[src/rtl/julia_mem_ctrl.sv]
// julia_mem_ctrl: write-back memory controller for the julia_worker array.
// Round-robin arbitration over worker done lines, one bus write per grant via
// the wr_ready/wr_done handshake, then a one-cycle mc_done pulse to the winner.
// Optional feature macro: PIXEL_CNT_EN adds a 20-bit completed-write counter.
module julia_mem_ctrl #(
  parameter int unsigned NUM_WORKERS = 16,
  parameter int unsigned ADDR_W      = 32,
  parameter int unsigned DATA_W      = 32
) (
  input  logic                   clk_i,
  input  logic                   n_rst_i,
  input  logic [NUM_WORKERS-1:0] jw_done_i,
  input  logic [DATA_W-1:0]      color_in_i [NUM_WORKERS],
  input  logic [ADDR_W-1:0]      addr_in_i  [NUM_WORKERS],
  input  logic                   wr_done_i,
  output logic [NUM_WORKERS-1:0] mc_done_o,
  output logic [NUM_WORKERS-1:0] mc_busy_o,
  output logic [ADDR_W-1:0]      wr_addr_o,
  output logic [DATA_W-1:0]      wr_data_o,
`ifdef PIXEL_CNT_EN
  output logic [19:0]            pixel_cnt_o,
`endif
  output logic                   wr_ready_o
);

  localparam int unsigned IdxW = (NUM_WORKERS > 1) ? $clog2(NUM_WORKERS) : 1;
  localparam logic [NUM_WORKERS-1:0] OneLsb = NUM_WORKERS'(1);

  typedef enum logic [1:0] {StIdle, StWrite, StDone} state_e;

  state_e                 state_q;
  logic [IdxW-1:0]        rr_ptr_q;
  logic [IdxW-1:0]        grant_q;
  logic [IdxW-1:0]        last_q;
  logic                   mask_vld_q;
  logic [NUM_WORKERS-1:0] mc_done_q;
  logic [NUM_WORKERS-1:0] mc_busy_q;
  logic [ADDR_W-1:0]      wr_addr_q;
  logic [DATA_W-1:0]      wr_data_q;
  logic                   wr_ready_q;
`ifdef PIXEL_CNT_EN
  logic [19:0]            pixel_cnt_q;
`endif

  logic [NUM_WORKERS-1:0] req_masked;
  logic [IdxW-1:0]        scan_idx;
  logic [IdxW-1:0]        grant_idx;
  logic                   grant_vld;

  // Round-robin pick: first requester at or after rr_ptr_q, wrapping. The worker
  // served last still holds its request for one idle cycle, so it is masked then.
  always_comb begin
    req_masked = jw_done_i;
    if (mask_vld_q) begin
      req_masked[last_q] = 1'b0;
    end
    scan_idx  = '0;
    grant_idx = '0;
    grant_vld = 1'b0;
    for (int unsigned k = 0; k < NUM_WORKERS; k++) begin
      scan_idx = rr_ptr_q + IdxW'(k);
      if (!grant_vld && req_masked[scan_idx]) begin
        grant_vld = 1'b1;
        grant_idx = scan_idx;
      end
    end
  end

  // Controller FSM with registered outputs: capture at grant, hold through the
  // handshake, pulse mc_done for exactly one cycle in StDone.
  always_ff @(posedge clk_i or negedge n_rst_i) begin
    if (!n_rst_i) begin
      state_q     <= StIdle;
      rr_ptr_q    <= '0;
      grant_q     <= '0;
      last_q      <= '0;
      mask_vld_q  <= 1'b0;
      mc_done_q   <= '0;
      mc_busy_q   <= '0;
      wr_addr_q   <= '0;
      wr_data_q   <= '0;
      wr_ready_q  <= 1'b0;
`ifdef PIXEL_CNT_EN
      pixel_cnt_q <= '0;
`endif
    end else begin
      unique case (state_q)
        StIdle: begin
          mask_vld_q <= 1'b0;
          if (grant_vld) begin
            state_q    <= StWrite;
            grant_q    <= grant_idx;
            wr_addr_q  <= addr_in_i[grant_idx];
            wr_data_q  <= color_in_i[grant_idx];
            wr_ready_q <= 1'b1;
            mc_busy_q  <= ~(OneLsb << grant_idx);
          end
        end
        StWrite: begin
          // Address/data stay frozen here; only wr_done advances the write.
          if (wr_done_i) begin
            state_q     <= StDone;
            wr_ready_q  <= 1'b0;
            mc_done_q   <= OneLsb << grant_q;
            rr_ptr_q    <= grant_q + IdxW'(1);
`ifdef PIXEL_CNT_EN
            pixel_cnt_q <= pixel_cnt_q + 20'd1;
`endif
          end
        end
        StDone: begin
          state_q    <= StIdle;
          mc_done_q  <= '0;
          mc_busy_q  <= '0;
          mask_vld_q <= 1'b1;
          last_q     <= grant_q;
        end
        default: begin
          state_q <= StIdle;
        end
      endcase
    end
  end

  assign mc_done_o   = mc_done_q;
  assign mc_busy_o   = mc_busy_q;
  assign wr_addr_o   = wr_addr_q;
  assign wr_data_o   = wr_data_q;
  assign wr_ready_o  = wr_ready_q;
`ifdef PIXEL_CNT_EN
  assign pixel_cnt_o = pixel_cnt_q;
`endif

endmodule

[config.mk]
export PLATFORM = sky130hd
export DESIGN_NAME = julia_mem_ctrl
export DESIGN_NICKNAME = d
export VERILOG_FILES = /design/src/rtl/julia_mem_ctrl.sv
export SDC_FILE = /design/constraint.sdc
export NUM_CORES = 1
export LEC_CHECK = 0
export ABC_CLOCK_PERIOD_IN_PS = 6600
export CELL_PAD_IN_SITES_DETAIL_PLACEMENT = 1
export CELL_PAD_IN_SITES_GLOBAL_PLACEMENT = 1
export CORE_AREA = 5 5 435 437
export CTS_BUF_LIST = sky130_fd_sc_hd__clkbuf_4
export CTS_CLUSTER_SIZE = 24
export DETAILED_ROUTE_END_ITERATION = 16
export DIE_AREA = 0 0 440 442
export HOLD_SLACK_MARGIN = 0.02
export PLACE_DENSITY_LB_ADDON = 0.1
export SYNTH_ARGS = -nofsm -noshare
export SYNTH_HDL_FRONTEND = slang
export SYNTH_SLANG_ARGS = --single-unit
[constraint.sdc]
create_clock -name clk_i -period 6.6 [get_ports clk_i]
set_input_delay 1.65 -clock clk_i [delete_from_list [all_inputs] [get_ports clk_i]]
set_output_delay 1.65 -clock clk_i [all_outputs]
set_load 0.01 [all_outputs]
==> results.txt, run 1 <==
----------------------------------------------------
[Logic synthesis]
  Biggest area consumer among synthesized cells ... mux2i_1
  Sequential cell area fraction in the yosys report ... 0.170
  Number of enable-type register cells in the synthesized netlist ... 0
  Area of the mapped netlist ... 16500 um^2
  Number of register bits inferred by synthesis ... 112
  Cell count after synthesis ... 1788
  Synth async-reset ratio ... 1.00
  Syn. warnings ... 0
  Portion of synthesized cell area occupied by the leading cell type ... 0.330
  Syn_nets ... 2844
  Synthesized area per cell ... 9.22 um^2
  Number of distinct library cells after synthesis ... 81
  Commonest register cell after synthesis ... dfrtp_1
  Top cells by area, synth ... mux2i_1, dfrtp_1, mux2_2

[Timing]
  Hold_ws ... 530 ps
  Setup Skew ... 50.4 ps
  Rel. slew slack ... 0.150
  Hold Vio Cnt, Final ... 0
  Worst Tran Pin Value ... 1270 ps
  Setup total negative slack ... 0 ps
  Final Cycle Share ... 0.949
  Number of slew-limit violations in the final report ... 0
  Unrepaired setup endpoints after global routing ... false
  Max Clock Freq ... 160 MHz
  Final critical path time including I/O delays and setup ... 6260 ps
  Final setup violation count ... 0

[Clock network]
  Hold buffers post-CTS ... 0
  H-Tree Level Count ... 3
  Inserted Clock Buffers ... 9
  CTS tree ... yes
  Reg clk slew, reported paths ... 280 ps
  CTS max path bufs ... 2
  Master cell of the clock root buffer ... clkbuf_4
  Number of buffers added for setup after CTS ... 0
  Clk sink count ... 112
  Insertion delay to the later sink of the worst-skew pair ... 720 ps

[Die]
  Die ar. ... 194000 um^2
  Initial core utilization ... 0.0893
  Die height ... 442 um
  Area of the placeable core ... 185000 um^2
  Placement row count ... 158
  I/O pin total ... 1140
  Die Wd ... 440 um

[Min path]
  Cell count of the worst hold path ... 1
  Endpoint, Worst Hold ... wr_ready_o
  Kind of path behind the tightest hold check ... register to register
  Beginning of the worst hold path ... wr_ready_o

[Final layout]
  Final Non-Filler Cells ... 5480
  Ratio of cells with drive above 1 in the final layout ... 0.127
  Synth-to-Final Area Change ... 95.0%
  Number of fillers in the final layout ... 21.5k
  Non-Filler Cell Area, Final ... 32200 um^2
  Final layout net count ... 4030

[Place]
  DP Wirelength ... 160 mm
  Instance count after placement with tap cells included ... 5443
  Port buffer count ... 1139
  Final RePlAce weighted congestion ... 0.902
  Placement-stage cell area ... 31900 um^2

[Worst setup path]
  Required time of the worst setup path ... 7270 ps
  Kind of end point of the critical path ... register
  Worst reg2reg endpoint ... wr_data_o[3]
  Worst reg2reg startpoint ... rr_ptr_q[1]
  Crit. Startpoint ... jw_done_i[8]
  Maximum fanout encountered on the critical timing path ... 29
  Setup slack of the worst register-to-register path ... 430 ps
  Type of the worst setup path ... input pin to register
  Reg2Reg Depth ... 20
  Arrival time at the worst endpoint ... 6930 ps
  Critical Path Source Type ... input pin

[Global routing]
  Wire length of the first global-routing pass ... 233 mm
  Pin count of the biggest net entering global routing ... 82
  Initial antenna violation count ... 125
  GR Util All Layers ... 0.179
  Number of global-route vias before repair ... 22.7k
  Residual overflow from global routing ... 0

[Detailed routing]
  Via Count ... 20.9k
  Drt via density ... 3.81
  DRC violation count after routing ... 0
  Final Routed Wirelength ... 182 mm
  Routed wire length per instance ... 33.2 um
  DR iter-0 viols ... 906
  Final ANT Viol Nets ... 0
  First-pass DRT Iterations ... 4

[Status]
  Status ... finished clean

[Run]
  Max-cap violation count ... 0

----------------------------------------------------
[per-layer routing]
layer	GRT usage	part of all wire	vias up
met3	0.0400	0.060	195
met4	0.0149	0.010	32
met5	0	0.0011	-
met1	0.206	0.39	10500
met2	0.345	0.54	799
li1	-	-	9346
[layout make-up]
type                            count  area [um^2]  share of cell area
Timing Repair Buffer             1336        13200               0.411
Multi-Input combinational cell   1499        12700               0.396
Tap cell                         2480         3100              0.0965
Sequential cell                   112         2800              0.0872
Clock inverter                      7          105             0.00327
Clock buffer                        9         67.6             0.00210
Inverter                           16         61.3             0.00191
Antenna cell                       21         52.6             0.00163
[state kept, by name, indices dropped and copies added (netlist names)]
name	count
grant_q	4
last_q	4
mask_vld_q	1
mc_busy_o	16
mc_done_o	16
rr_ptr_q	4
state_q	2
wr_addr_o	32
wr_data_o	32
wr_ready_o	1
[timing repair]
item	CTS	global route
cloned	0	0
pin swaps	0	0
endpoints found under the hold margin	0	0
setup endpoints to repair	2	10
gates resized for setup	2	7
[critical path: stages]
cell,delay [ps]
clkdlybuf4s50_1,470
o21ai_1,310
mux2i_1,180
mux4_2,590
mux2i_4,250
o2111ai_2,220
or2_0,380
buf_4,210
a2111oi_2,340
nand2_1,150
and3_1,330
nor2_4,230
buf_12,250
mux2i_1,670
buf_4,250
mux2i_1,70
a211oi_1,230
[worst max path at each step]
stage	endpoint	slack (ps)	cells past startpoint
after floorplan	wr_addr_o[29]	1360	24
after global placement	wr_data_o[31]	-700	17
after detailed placement	wr_data_o[31]	-670	17
after CTS	wr_data_o[27]	30	20
after global routing	wr_data_o[3]	40	20
final	wr_data_o[28]	340	17
[cells by family (layout without fill, tap and decap cells)]
| group | Yosys count | in the layout | share of synthesized area |
|---|---|---|---|
| compound gates | 451 | 451 | 0.203 |
| xor+xnor | 12 | 12 | 0.00637 |
| fa+ha+maj | 13 | 13 | 0.00986 |
| buf+inv | 177 | 1368 | 0.0640 |
| flops | 112 | 112 | 0.170 |
| mux | 703 | 703 | 0.453 |
| other cells | 0 | 21 | 0 |
| simple gates | 320 | 320 | 0.0947 |
[synthesized netlist by cell type (8+ instances only)]
master / n
mux2i_1: 544
dfrtp_1: 112
mux2_2: 100
nor2_1: 93
nand2_1: 84
a211oi_1: 76
a21oi_1: 75
a22oi_1: 57
o22a_1: 57
clkbuf_1: 56
buf_2: 47
nand3_1: 39
mux2_1: 38
o21ai_0: 32
buf_6: 30
o211ai_1: 22
and2_1: 19
buf_4: 19
mux4_2: 18
nor3_1: 18
a22o_1: 14
o22ai_1: 14
ha_1: 13
inv_1: 12
a32o_1: 11
o31ai_1: 11
a221oi_1: 10
o21ai_1: 10
nand2b_1: 9
nor4_1: 9
o211a_1: 9
o221a_1: 9
o2111ai_1: 8
xnor2_1: 8
[cells in the final DEF, fill, tap and decap left out, types with 8 or more instances in the layout]
cell type | Yosys | layout
a211oi_1 | 76 | 76
a21oi_1 | 75 | 75
a221oi_1 | 10 | 8
a22o_1 | 14 | 14
a22oi_1 | 57 | 57
a32o_1 | 11 | 11
and2_1 | 19 | 19
buf_12 | 0 | 27
buf_4 | 19 | 170
clkbuf_4 | 0 | 9
clkdlybuf4s50_1 | 0 | 1138
dfrtp_1 | 112 | 112
diode_2 | 0 | 21
ha_1 | 13 | 12
inv_1 | 12 | 12
mux2_1 | 38 | 38
mux2_2 | 100 | 100
mux2i_1 | 544 | 544
mux4_2 | 18 | 18
nand2_1 | 84 | 83
nand2b_1 | 9 | 9
nand3_1 | 39 | 38
nor2_1 | 93 | 92
nor3_1 | 18 | 18
nor4_1 | 9 | 9
o2111ai_1 | 8 | 8
o211a_1 | 9 | 9
o211ai_1 | 22 | 22
o21ai_0 | 32 | 31
o21ai_1 | 10 | 11
o221a_1 | 9 | 9
o22a_1 | 57 | 57
o22ai_1 | 14 | 14
[per-stage QoR]
stage                util  setup slack [ps]
CTS                 0.174              34.9
global route        0.174              36.7
finish              0.174               337
detailed placement  0.173              -671
global placement    0.173              -700
floorplan               -              1360
Power of run 1 is left out: the tool's default activity adds up to more than one toggle a clock period on the data nets, which glitch-free logic cannot reach.
==> inputs of run 2 (changes only) <==
--- a/config.mk
+++ b/config.mk
@@ -13,6 +13,7 @@
 export CTS_CLUSTER_SIZE = 24
 export DETAILED_ROUTE_END_ITERATION = 16
 export DIE_AREA = 0 0 440 442
+export GPL_TIMING_DRIVEN = 0
 export HOLD_SLACK_MARGIN = 0.02
 export PLACE_DENSITY_LB_ADDON = 0.1
 export SYNTH_ARGS = -nofsm -noshare
==> results.txt, run 2 (same netlist as run 1, synthesis figures left out) <==
----------------------------------------------------
[Status]
  Status ... finished clean

[Global routing]
  Residual overflow from global routing ... 0 (unchanged)
  Met1 usage in global routing ... 0.238 (+0.0325)
  Pin count of the biggest net entering global routing ... 75 (-8.5%)
  Global-route track usage on met2 ... 0.371 (+0.0254)
  GR Util All Layers ... 0.198 (+0.0191)
  Number of global-route vias before repair ... 22.0k (-3.2%)
  Met3 Resource Use GR ... 0.0384 (-0.00160)
  Wire length of the first global-routing pass ... 251 mm (+7.5%)
  Most utilized layer in the global route result ... met2
  Initial antenna violation count ... 145 (+16%)

[Place]
  DP Wirelength ... 177 mm (+11%)
  Placement-stage cell area ... 31200 um^2 (-2.2%)
  Port buffer count ... 1139 (unchanged)
  Placement Setup Slack ... -3150 ps (-2480 ps)
  Instance count after placement with tap cells included ... 5415 (-0.51%)
  Final RePlAce weighted congestion ... 0.856 (-5.1%)

[Timing]
  Final worst setup slack ... 213 ps (-124 ps)
  Final Cycle Share ... 0.968 (+0.0188)
  Worst Tran Pin Value ... 1170 ps (-99.5 ps)
  Hold Vio Cnt, Final ... 0 (unchanged)
  Rel. slew slack ... 0.197 (+0.0471)
  Max Clock Freq ... 157 MHz (-1.9%)
  Final setup violation count ... 0 (unchanged)
  Hold_ws ... 524 ps (-5.96 ps)
  Final critical path time including I/O delays and setup ... 6390 ps (+124 ps)
  Number of slew-limit violations in the final report ... 0 (unchanged)
  Setup Skew ... 26.4 ps (-24.0 ps)

[Worst setup path]
  Critical Path Source Type ... register
  Most common cell type on the critical path ... buf_4
  Setup slack of the worst register-to-register path ... 210 ps (-220 ps)
  Crit. Startpoint ... rr_ptr_q[1]
  Kind of end point of the critical path ... register
  Endpoint of the worst setup timing path ... wr_data_o[14]
  Maximum fanout encountered on the critical timing path ... 13 (-55%)
  Slowest stage cell on the critical path ... mux2i_1
  Worst reg2reg startpoint ... rr_ptr_q[1]
  Biggest cell delay along the critical path ... 540 ps (-130 ps)
  Arrival time at the worst endpoint ... 6960 ps (+30 ps)
  Type of the worst setup path ... register to register
  Worst reg2reg endpoint ... wr_data_o[14]
  Reg2Reg Depth ... 27 (+35%)
  Required time of the worst setup path ... 7180 ps (-90 ps)

[Clock network]
  CTS tree ... yes
  CTS max path bufs ... 2 (unchanged)
  Inserted Clock Buffers ... 9 (unchanged)
  Insertion delay to the later sink of the worst-skew pair ... 690 ps (-30 ps)
  Master cell of the clock root buffer ... clkbuf_4
  H-Tree Level Count ... 3 (unchanged)
  Reg clk slew, reported paths ... 260 ps (-20 ps)
  Clk sink count ... 112 (unchanged)

[Detailed routing]
  Final Routed Wirelength ... 200 mm (+10%)
  First-pass DRT Iterations ... 5 (+1)
  Final ANT Viol Nets ... 0 (unchanged)
  DR iter-0 viols ... 1097 (+21%)
  DRC violation count after routing ... 0 (unchanged)
  Drt via density ... 3.77 (-1.0%)
  Routed wire length per instance ... 36.5 um (+9.9%)
  Via Count ... 20.7k (-0.84%)

[Die]
  Die ar. ... 194000 um^2 (unchanged)
  I/O pin total ... 1140 (unchanged)
  Die Wd ... 440 um (unchanged)
  Initial core utilization ... 0.0893 (unchanged)
  Area of the placeable core ... 185000 um^2 (unchanged)
  Placement row count ... 158 (unchanged)
  Die height ... 442 um (unchanged)

[Final layout]
  Leading cell type in the layout, fill and taps excluded ... clkdlybuf4s50_1
  Non-Filler Cell Area, Final ... 32600 um^2 (+1.3%)
  Final layout net count ... 4025 (-0.12%)
  Ratio of cells with drive above 1 in the final layout ... 0.140 (+0.0133)
  Area occupied by multi-input gates ... 13400 um^2 (+5.3%)
  Number of fillers in the final layout ... 21.5k (+0.046%)
  Synth-to-Final Area Change ... 97.5%
  Flip-flop and latch area ... 2810 um^2 (about the same)
  Commonest cells after routing, fill and taps aside ... clkdlybuf4s50_1, mux2i_1, dfrtp_1, mux2_2, nor2_1
  Final Non-Filler Cells ... 5491 (+0.20%)

[Min path]
  Kind of path behind the tightest hold check ... register to register

[Run]
  Max-cap violation count ... 0 (unchanged)

----------------------------------------------------
==> run 2: changes by cell type in the layout (fill, tap and decap cells not counted), sizes merged <==
cell,before,now
buf,198,135
inv,18,17
diode,21,37
clkinvlp,0,1
clkbuf,9,67
bufinv,1,0
clkinv,4,5
==> run 2: routing by layer <==
layer	wire length, um	vias to the layer above
met4	2480	38
met5	241	-
li1	-	9386
met3	11700	206
met2	105000	751
met1	81300	10300
==> run 2: final cells by class <==
type,instances,area share
sequential,112,0.0861
multi-input combinational,1499,0.412
timing repair buffer,1172,0.363
buffer,159,0.0351
clock inverter,7,0.00219
tap,2480,0.0952
clock buffer,9,0.00207
antenna,37,0.00284
inverter,16,0.00188
==> run 2: how the worst min path moves through the flow <==
stage	startpoint	to	slack (ps)	depth (start not counted)
6_report	wr_ready_o	wr_ready_o	520	1
5_1_grt	wr_ready_o	wr_ready_o	550	1
4_1_cts	wr_ready_o	wr_ready_o	530	1
3_5_place_dp	wr_ready_o	wr_ready_o	470	1
3_3_place_gp	wr_ready_o	wr_ready_o	460	1
2_1_floorplan	state_q[1]	state_q[0]	460	1
==> run 2: what timing repair did <==
item	CTS	global route
gates cloned	0	1
buffers inserted	19	5
hold buffers	0	0
gates resized for setup	144	63
pin swaps	12	4
setup endpoints to repair	85	79
==> run 2: stage by stage <==
stage               utilization  setup TNS (ps)
global route              0.176            -202
floorplan                     -               0
finish                    0.176               0
CTS                       0.174           -1.43
global placement          0.168         -526000
detailed placement        0.169         -175170
==> run 2: critical path: cells and delay by family (launching register included) <==
kind,cells,cell delay [ps]
and+or+nand+nor,5,1080
DFF,1,490
muxes,4,1190
AOI/OAI and AO/OA,4,670
buffers and inverters,13,2550
adders and majority gates,1,270
Power of run 2 is left out for the same reason.
